File: src/rtl/axis_width_conv_wide_narrow.sv
// axis_width_conv_wide_narrow
//
// Splits each M-bit input word into R = M/N consecutive N-bit output slices.
// The most-significant slice is sent first. Both sides use a tnext/tvalid/tfirst
// pop protocol. The upstream source is an FWFT FIFO, and s_axis_tnext drives
// that FIFO's read enable.
//
// Optional feature macro: AXIS_WIDTH_CONV_TLAST_EN
//   When defined, the block adds the output m_axis_tlast. It is high on the
//   final slice of each wide word.
//
// Ports:
//   clk            rising-edge clock
//   rst            asynchronous, active-low reset (0 = in reset)
//   s_axis_tnext   pop strobe to the source; a word is consumed whenever it is 1
//   s_axis_tdata   wide input word (M bits)
//   s_axis_tfirst  frame-start marker of the input word
//   s_axis_tvalid  input word present (FWFT)
//   m_axis_tnext   consumer pop; a slice is consumed on m_axis_tvalid & m_axis_tnext
//   m_axis_tdata   current narrow slice (N bits), 0 when empty
//   m_axis_tfirst  frame-start marker, set only on slice 0 of a tfirst word
//   m_axis_tvalid  slice present
//   m_axis_tlast   (macro only) final slice of the current wide word
module axis_width_conv_wide_narrow #(
  parameter int N = 4,
  parameter int M = 8
) (
  input  logic         clk,
  input  logic         rst,
  output logic         s_axis_tnext,
  input  logic [M-1:0] s_axis_tdata,
  input  logic         s_axis_tfirst,
  input  logic         s_axis_tvalid,
  input  logic         m_axis_tnext,
  output logic [N-1:0] m_axis_tdata,
  output logic         m_axis_tfirst,
  output logic         m_axis_tvalid
`ifdef AXIS_WIDTH_CONV_TLAST_EN
  ,
  output logic         m_axis_tlast
`endif
);

  localparam int R  = M / N;
  localparam int IW = (R > 1) ? $clog2(R) : 1;

  // Stop elaboration when the wide word cannot be cut into whole slices.
  if ((N < 1) || ((M % N) != 0)) begin : g_param_check
    $error("axis_width_conv_wide_narrow: M (%0d) must be a multiple of N (%0d)", M, N);
  end

  logic [M-1:0]  hold;
  logic          hfirst;
  logic [IW-1:0] idx;
  logic          full;

  logic acc_out;
  logic last;

  // Handshake terms. The source is popped when the holding register is empty.
  // It is also popped in the same cycle that the last slice leaves, which gives
  // back-to-back words with no bubble. This creates a deliberate combinational
  // path from m_axis_tnext to s_axis_tnext. The pop is gated with s_axis_tvalid
  // because the source FIFO has no underflow protection. It is also gated with
  // rst so that nothing is popped while the block is held in reset.
  always_comb begin
    acc_out      = full & m_axis_tnext;
    last         = (idx == IW'(R - 1));
    s_axis_tnext = rst & s_axis_tvalid & (~full | (acc_out & last));
  end

  // Holding register and slice index. A load has priority over the drain, so a
  // word popped while the last slice leaves replaces the old word directly.
  // The register is cleared on drain so that the data output reads 0 when idle.
  always_ff @(posedge clk or negedge rst) begin
    if (!rst) begin
      hold   <= '0;
      hfirst <= 1'b0;
      idx    <= '0;
      full   <= 1'b0;
    end else if (s_axis_tnext) begin
      hold   <= s_axis_tdata;
      hfirst <= s_axis_tfirst;
      idx    <= '0;
      full   <= 1'b1;
    end else if (acc_out && !last) begin
      idx <= idx + IW'(1);
    end else if (acc_out && last) begin
      hold   <= '0;
      hfirst <= 1'b0;
      idx    <= '0;
      full   <= 1'b0;
    end
  end

  // Slice selection works MSB-first: index 0 takes the top N bits of hold.
  always_comb begin
    m_axis_tdata = '0;
    if (full) begin
      for (int i = 0; i < R; i++) begin
        if (idx == IW'(i)) begin
          m_axis_tdata = hold[M-1-i*N -: N];
        end
      end
    end
    m_axis_tvalid = full;
    m_axis_tfirst = full & hfirst & (idx == '0);
  end

`ifdef AXIS_WIDTH_CONV_TLAST_EN
  // Marks the final slice of the current wide word.
  always_comb begin
    m_axis_tlast = full & last;
  end
`endif

endmodule

File: config.mk
export PLATFORM = sky130hd
export DESIGN_NAME = axis_width_conv_wide_narrow
export DESIGN_NICKNAME = d
export VERILOG_FILES = /design/src/rtl/axis_width_conv_wide_narrow.sv
export SDC_FILE = /design/constraint.sdc
export NUM_CORES = 1
export LEC_CHECK = 0
export ABC_AREA = 1
export CAP_MARGIN = 20
export CORE_MARGIN = 5
export CORE_UTILIZATION = 30
export CTS_BUF_LIST = sky130_fd_sc_hd__clkbuf_8 sky130_fd_sc_hd__clkbuf_16
export DETAILED_ROUTE_END_ITERATION = 8
export PLACE_DENSITY = 0.56
export SLEW_MARGIN = 20
export SYNTH_ARGS = -nofsm -noshare
export SYNTH_HDL_FRONTEND = slang
export SYNTH_SLANG_ARGS = --single-unit
File: constraint.sdc
create_clock -name clk -period 1.1 [get_ports clk]
set_clock_uncertainty 0.1 [all_clocks]
set_input_delay 0.165 -clock clk [delete_from_list [all_inputs] [get_ports clk]]
set_output_delay 0.165 -clock clk [all_outputs]
set_load 0.03 [all_outputs]
### Word-level counts from Yosys, hierarchy flattened

Cells that the tools add are included.

* register bits after elaboration: 11
* bits of input ports: 13
* logic and storage cells: 32

* add/sub/neg operators: 1
* equality and inequality tests: 1
* muxes and demuxes: 11
* bitwise logic cells: 9
* reduce and logical (&&, ||, !) cells: 6

Operators by type and width (number)
* $mux 8: 3
* $mux 4: 2
* $and 1x1->1: 6
* $mux 1: 6
* $reduce_bool 3->1: 1
* $logic_and 1x1->1: 2
* $ne 2x2->1 const B: 1
* $not 1->1: 2
* $reduce_and 2->1: 1
* $reduce_bool 2->1: 1
* $add 1x1->1 const B: 1
* $logic_not 1->1: 1
* $or 1x1->1: 1

### Longest topological paths before layout

* word-level depth: 6
* depth in mapped cells: 5
* gate-level depth less buffers: 4

### Least setup slack after synthesis

OpenSTA, ideal clock, no wires.

* path kind: register -> output
* start point: register full (netlist: m_axis_tvalid)
* end point: output port s_axis_tnext
* arrival time: 1.431 ns
* data required time: 0.835 ns
* path slack: -0.596 ns
* stages on the path, launching flop included: 5
* buffers on the path: 2
* cells stage by stage: dfrtp_1 > buf_6 > nand3_2 > buf_6 > a21oi_1

* cells in the longest elaborated chain, start to end: 4
* elaborated cells between the ends (all ways): 5
* those cells by class: bitwise (5)

Ends and longest elaborated chain
* from (decl): RTL line 55 `logic full;`
* from (signal assigned): RTL line 80 `full <= 1'b0;`
* from (signal assigned): RTL line 85 `full <= 1'b1;`
* from (signal assigned): RTL line 92 `full <= 1'b0;`
* $and 1x1->1: RTL line 67 `acc_out = full & m_axis_tnext;`
* $and 1x1->1: RTL line 69 `s_axis_tnext = rst & s_axis_tvalid & (~full | (acc_out & last));`
* $or 1x1->1 *: RTL line 69
* $and 1x1->1 *: RTL line 69
* to (decl): RTL line 30 `output logic s_axis_tnext,`

Mark *: on every way between the ends. The rest lies on a longest branch, timed or not.

### Worst setup path in the final report

Same ends and word-level chain as after synthesis.

==> qor.yml <==
drtAntennaViolNets: 0
cp_num_cells: 3
cts_buffers: 3
synth_top_flop_cell: "dfrtp_1"
postSynthCellCount: 66
violations: "negative setup slack"
synth.distinct_cells: 14
crit_family: "flip-flops"
post-place-cells: 118
fin_crit_sh: 1.301
path_common_cell: "buf_6"
cts_tree: "done"
port_buffers: 19
p_leak_nw: 0.5325
dr.pass1.iters: 4
finalWorstSetupSlack_ns: -0.3308
dieHeight_um: 54.04
cp_num_buf_inv: 2
min_period_ns: 1.431
antenna_found_initial: 0
tns_ns: -4.351
worstRegToRegCells: 5
fmax_mhz: 698.9
syn_nets: 79
drc_errors: 0
io_pins: 20
use_met3: 0.01662
slew_headroom: 0.8417
clockBufferDepth: 2
grt_usage: 0.1539
powerDensity_mw_per_mm2: 3021
startpoint_type: "flip-flop"
wire_per_inst_um: 15.64
wirelength_um: 2096
dp_hpwl_um: 1105
max_stage_delay_ns: 0.48
tightest_slew_ns: 0.2374
setup_viol: 18
status: "finished with violations"
row_count: 16
required_ns: 0.83
pre_cts_slack_ns: -0.3829
min_path_cells: 3
overflow: 0
r2r_slack_ns: -0.27
cts.clk_slew.worst_paths_ns: 0.05
grt_pass1_wl_um: 3098
cap_viol_max_count: 0
insertion_delay_ns: 0.23
fin_cells: 134
die_w_um: 54.04
ys_async_sr_fraction: 1.000
cts_htree_levels: 1
hold_viol_final: 0
ys_seq_area_frac: 0.4731
dieArea_mm2: 0.002920
ctsRootBufferMaster: "clkbuf_8"
vdd.ir_drop.worst_v: 0.001357
grt_util_met1: 0.1697
area_growth_syn_to_layout_pct: 108.0
syn_area_um2: 581.8
cts.sinks: 11
crit_path_end_kind: "primary output"
use_met2: 0.2883
cpMaxStageDelayCell: "dfrtp_2"
grt_max_degree: 13
start_util: 0.3059
drive_gt1_frac: 0.5514
synth_seq_cells: 11
grt_pass1_vias: 649
nets: 121
cp_max_fo: 6
yosys_warnings: 0
gp_congestion: 0.7751
grt_setup_unrepaired: "yes"
vias: 640
synth_edf_count: 0
slew_violations: 0
grt_busiest_layer: "met2"
viasPerCell: 4.776
drt_iter0_drc: 2
antenna_cells: 0
arrival_ns: 1.17
synth_area_per_cell_um2: 8.815
crit_chain: "buf_6, a21oi_4, buf_6"
worstHoldPathType: "input port to flip-flop"
core_area_mm2: 0.001902
critical_path_class: "flip-flop to primary output"
[metal layers]
| layer | share of wire | wire length, um |
|---|---|---|
| met1 | 0.38 | 798 |
| met2 | 0.58 | 1212 |
| met3 | 0.021 | 45 |
| met4 | 0.019 | 40 |
| met5 | 0 | 0 |
[stage by stage]
| stage | power, mW | area, um2 | utilization | hold WS, ns |
|---|---|---|---|---|
| floorplan | 1.820 | 634.4 | - | -0.2306 |
| global placement | 2.273 | 880.8 | 0.4632 | 0.4011 |
| detailed placement | 2.277 | 880.8 | 0.4632 | 0.4083 |
| CTS | 3.209 | 1086 | 0.5711 | 0.3820 |
| global route | 3.866 | 1210 | 0.6362 | 0.3920 |
| finish | 3.655 | 1210 | 0.6362 | 0.3859 |
[layout by cell type (no fill, tap or decap)]
| master | count |
|---|---|
| nor2_1 | 1 |
| nand3_4 | 1 |
| inv_4 | 1 |
| buf_6 | 16 |
| dfrtp_1 | 9 |
| clkinv_1 | 1 |
| dlygate4sd2_1 | 1 |
| nand2_8 | 2 |
| o21ai_2 | 5 |
| dlygate4sd3_1 | 1 |
| clkdlybuf4s50_1 | 11 |
| buf_4 | 6 |
| o211ai_2 | 1 |
| o211ai_1 | 8 |
| buf_12 | 2 |
| a21oi_2 | 1 |
| buf_8 | 3 |
| nand2_2 | 2 |
| clkbuf_8 | 3 |
| dfrtp_2 | 2 |
| a21oi_4 | 1 |
| inv_1 | 1 |
| nand2_1 | 10 |
| nand3_1 | 5 |
| nor2_2 | 3 |
| nor2_4 | 6 |
| nand3_2 | 4 |
[repair_timing]
action                                 CTS  global route
cloned                                   0             1
endpoints found under the hold margin   11             0
gates resized for setup                 31            19
pin swaps                               12            12
hold buffers                             1             0
buffers inserted                         7             4
setup endpoints to repair               18            18
[sequential cells by signal, indices dropped and copies added (netlist names)]
name,cells
hfirst,1
hold,8
idx,1
m_axis_tvalid,1
[final cells by class]
type                    count  area, um2
fillers                   152      691.9
repair buffers             40      439.2
multi-input cells          50      404.1
flip-flops and latches     11      277.8
clock buffers               3      41.29
well taps                  27      33.78
inverters                   2      10.01
clock inverters             1      3.754
[power breakdown]
part	switching [mW]	internal, mW	leakage (nW)	total [mW]
clock network	0.151	0.245	0.0269	0.396
logic	1.21	1.17	0.367	2.38
registers	0.269	0.613	0.139	0.882
[Yosys cell counts, types with 2 or more instances]
| master | count | area share |
|---|---|---|
| nand3_1 | 9 | 0.077 |
| o211ai_1 | 8 | 0.10 |
| o21ai_0 | 5 | 0.043 |
| buf_6 | 3 | 0.058 |
| a21oi_1 | 2 | 0.017 |
| nor2_1 | 10 | 0.065 |
| dfrtp_1 | 11 | 0.47 |
| nand2_1 | 12 | 0.077 |
[worst paths after layout]
| kind | from | to |
|---|---|---|
| min reg2reg | hfirst | hfirst |
| min in group asynchronous | rst | hold[1] |
| max reg2reg | m_axis_tvalid | hold[4] |
| max in group asynchronous | rst | idx |
| max | m_axis_tvalid | s_axis_tnext |
| min | s_axis_tdata[4] | hold[4] |
[worst min-delay path, delay by kind of cell]
| kind | cells | cell delay, ns |
|---|---|---|
| simple gates | 2 | 0.12 |
| buf+inv | 1 | 0.40 |
[logic make-up (layout without fill, tap and decap cells)]
family / Yosys count / in the layout / synth area share
buffers and inverters: 6 / 46 / 0.09460
AO/OA/AOI/OAI: 16 / 16 / 0.1849
AND/OR/NAND/NOR: 33 / 34 / 0.2473
flip-flops: 11 / 11 / 0.4731
Note: power is estimated with default switching activity, not from simulation.
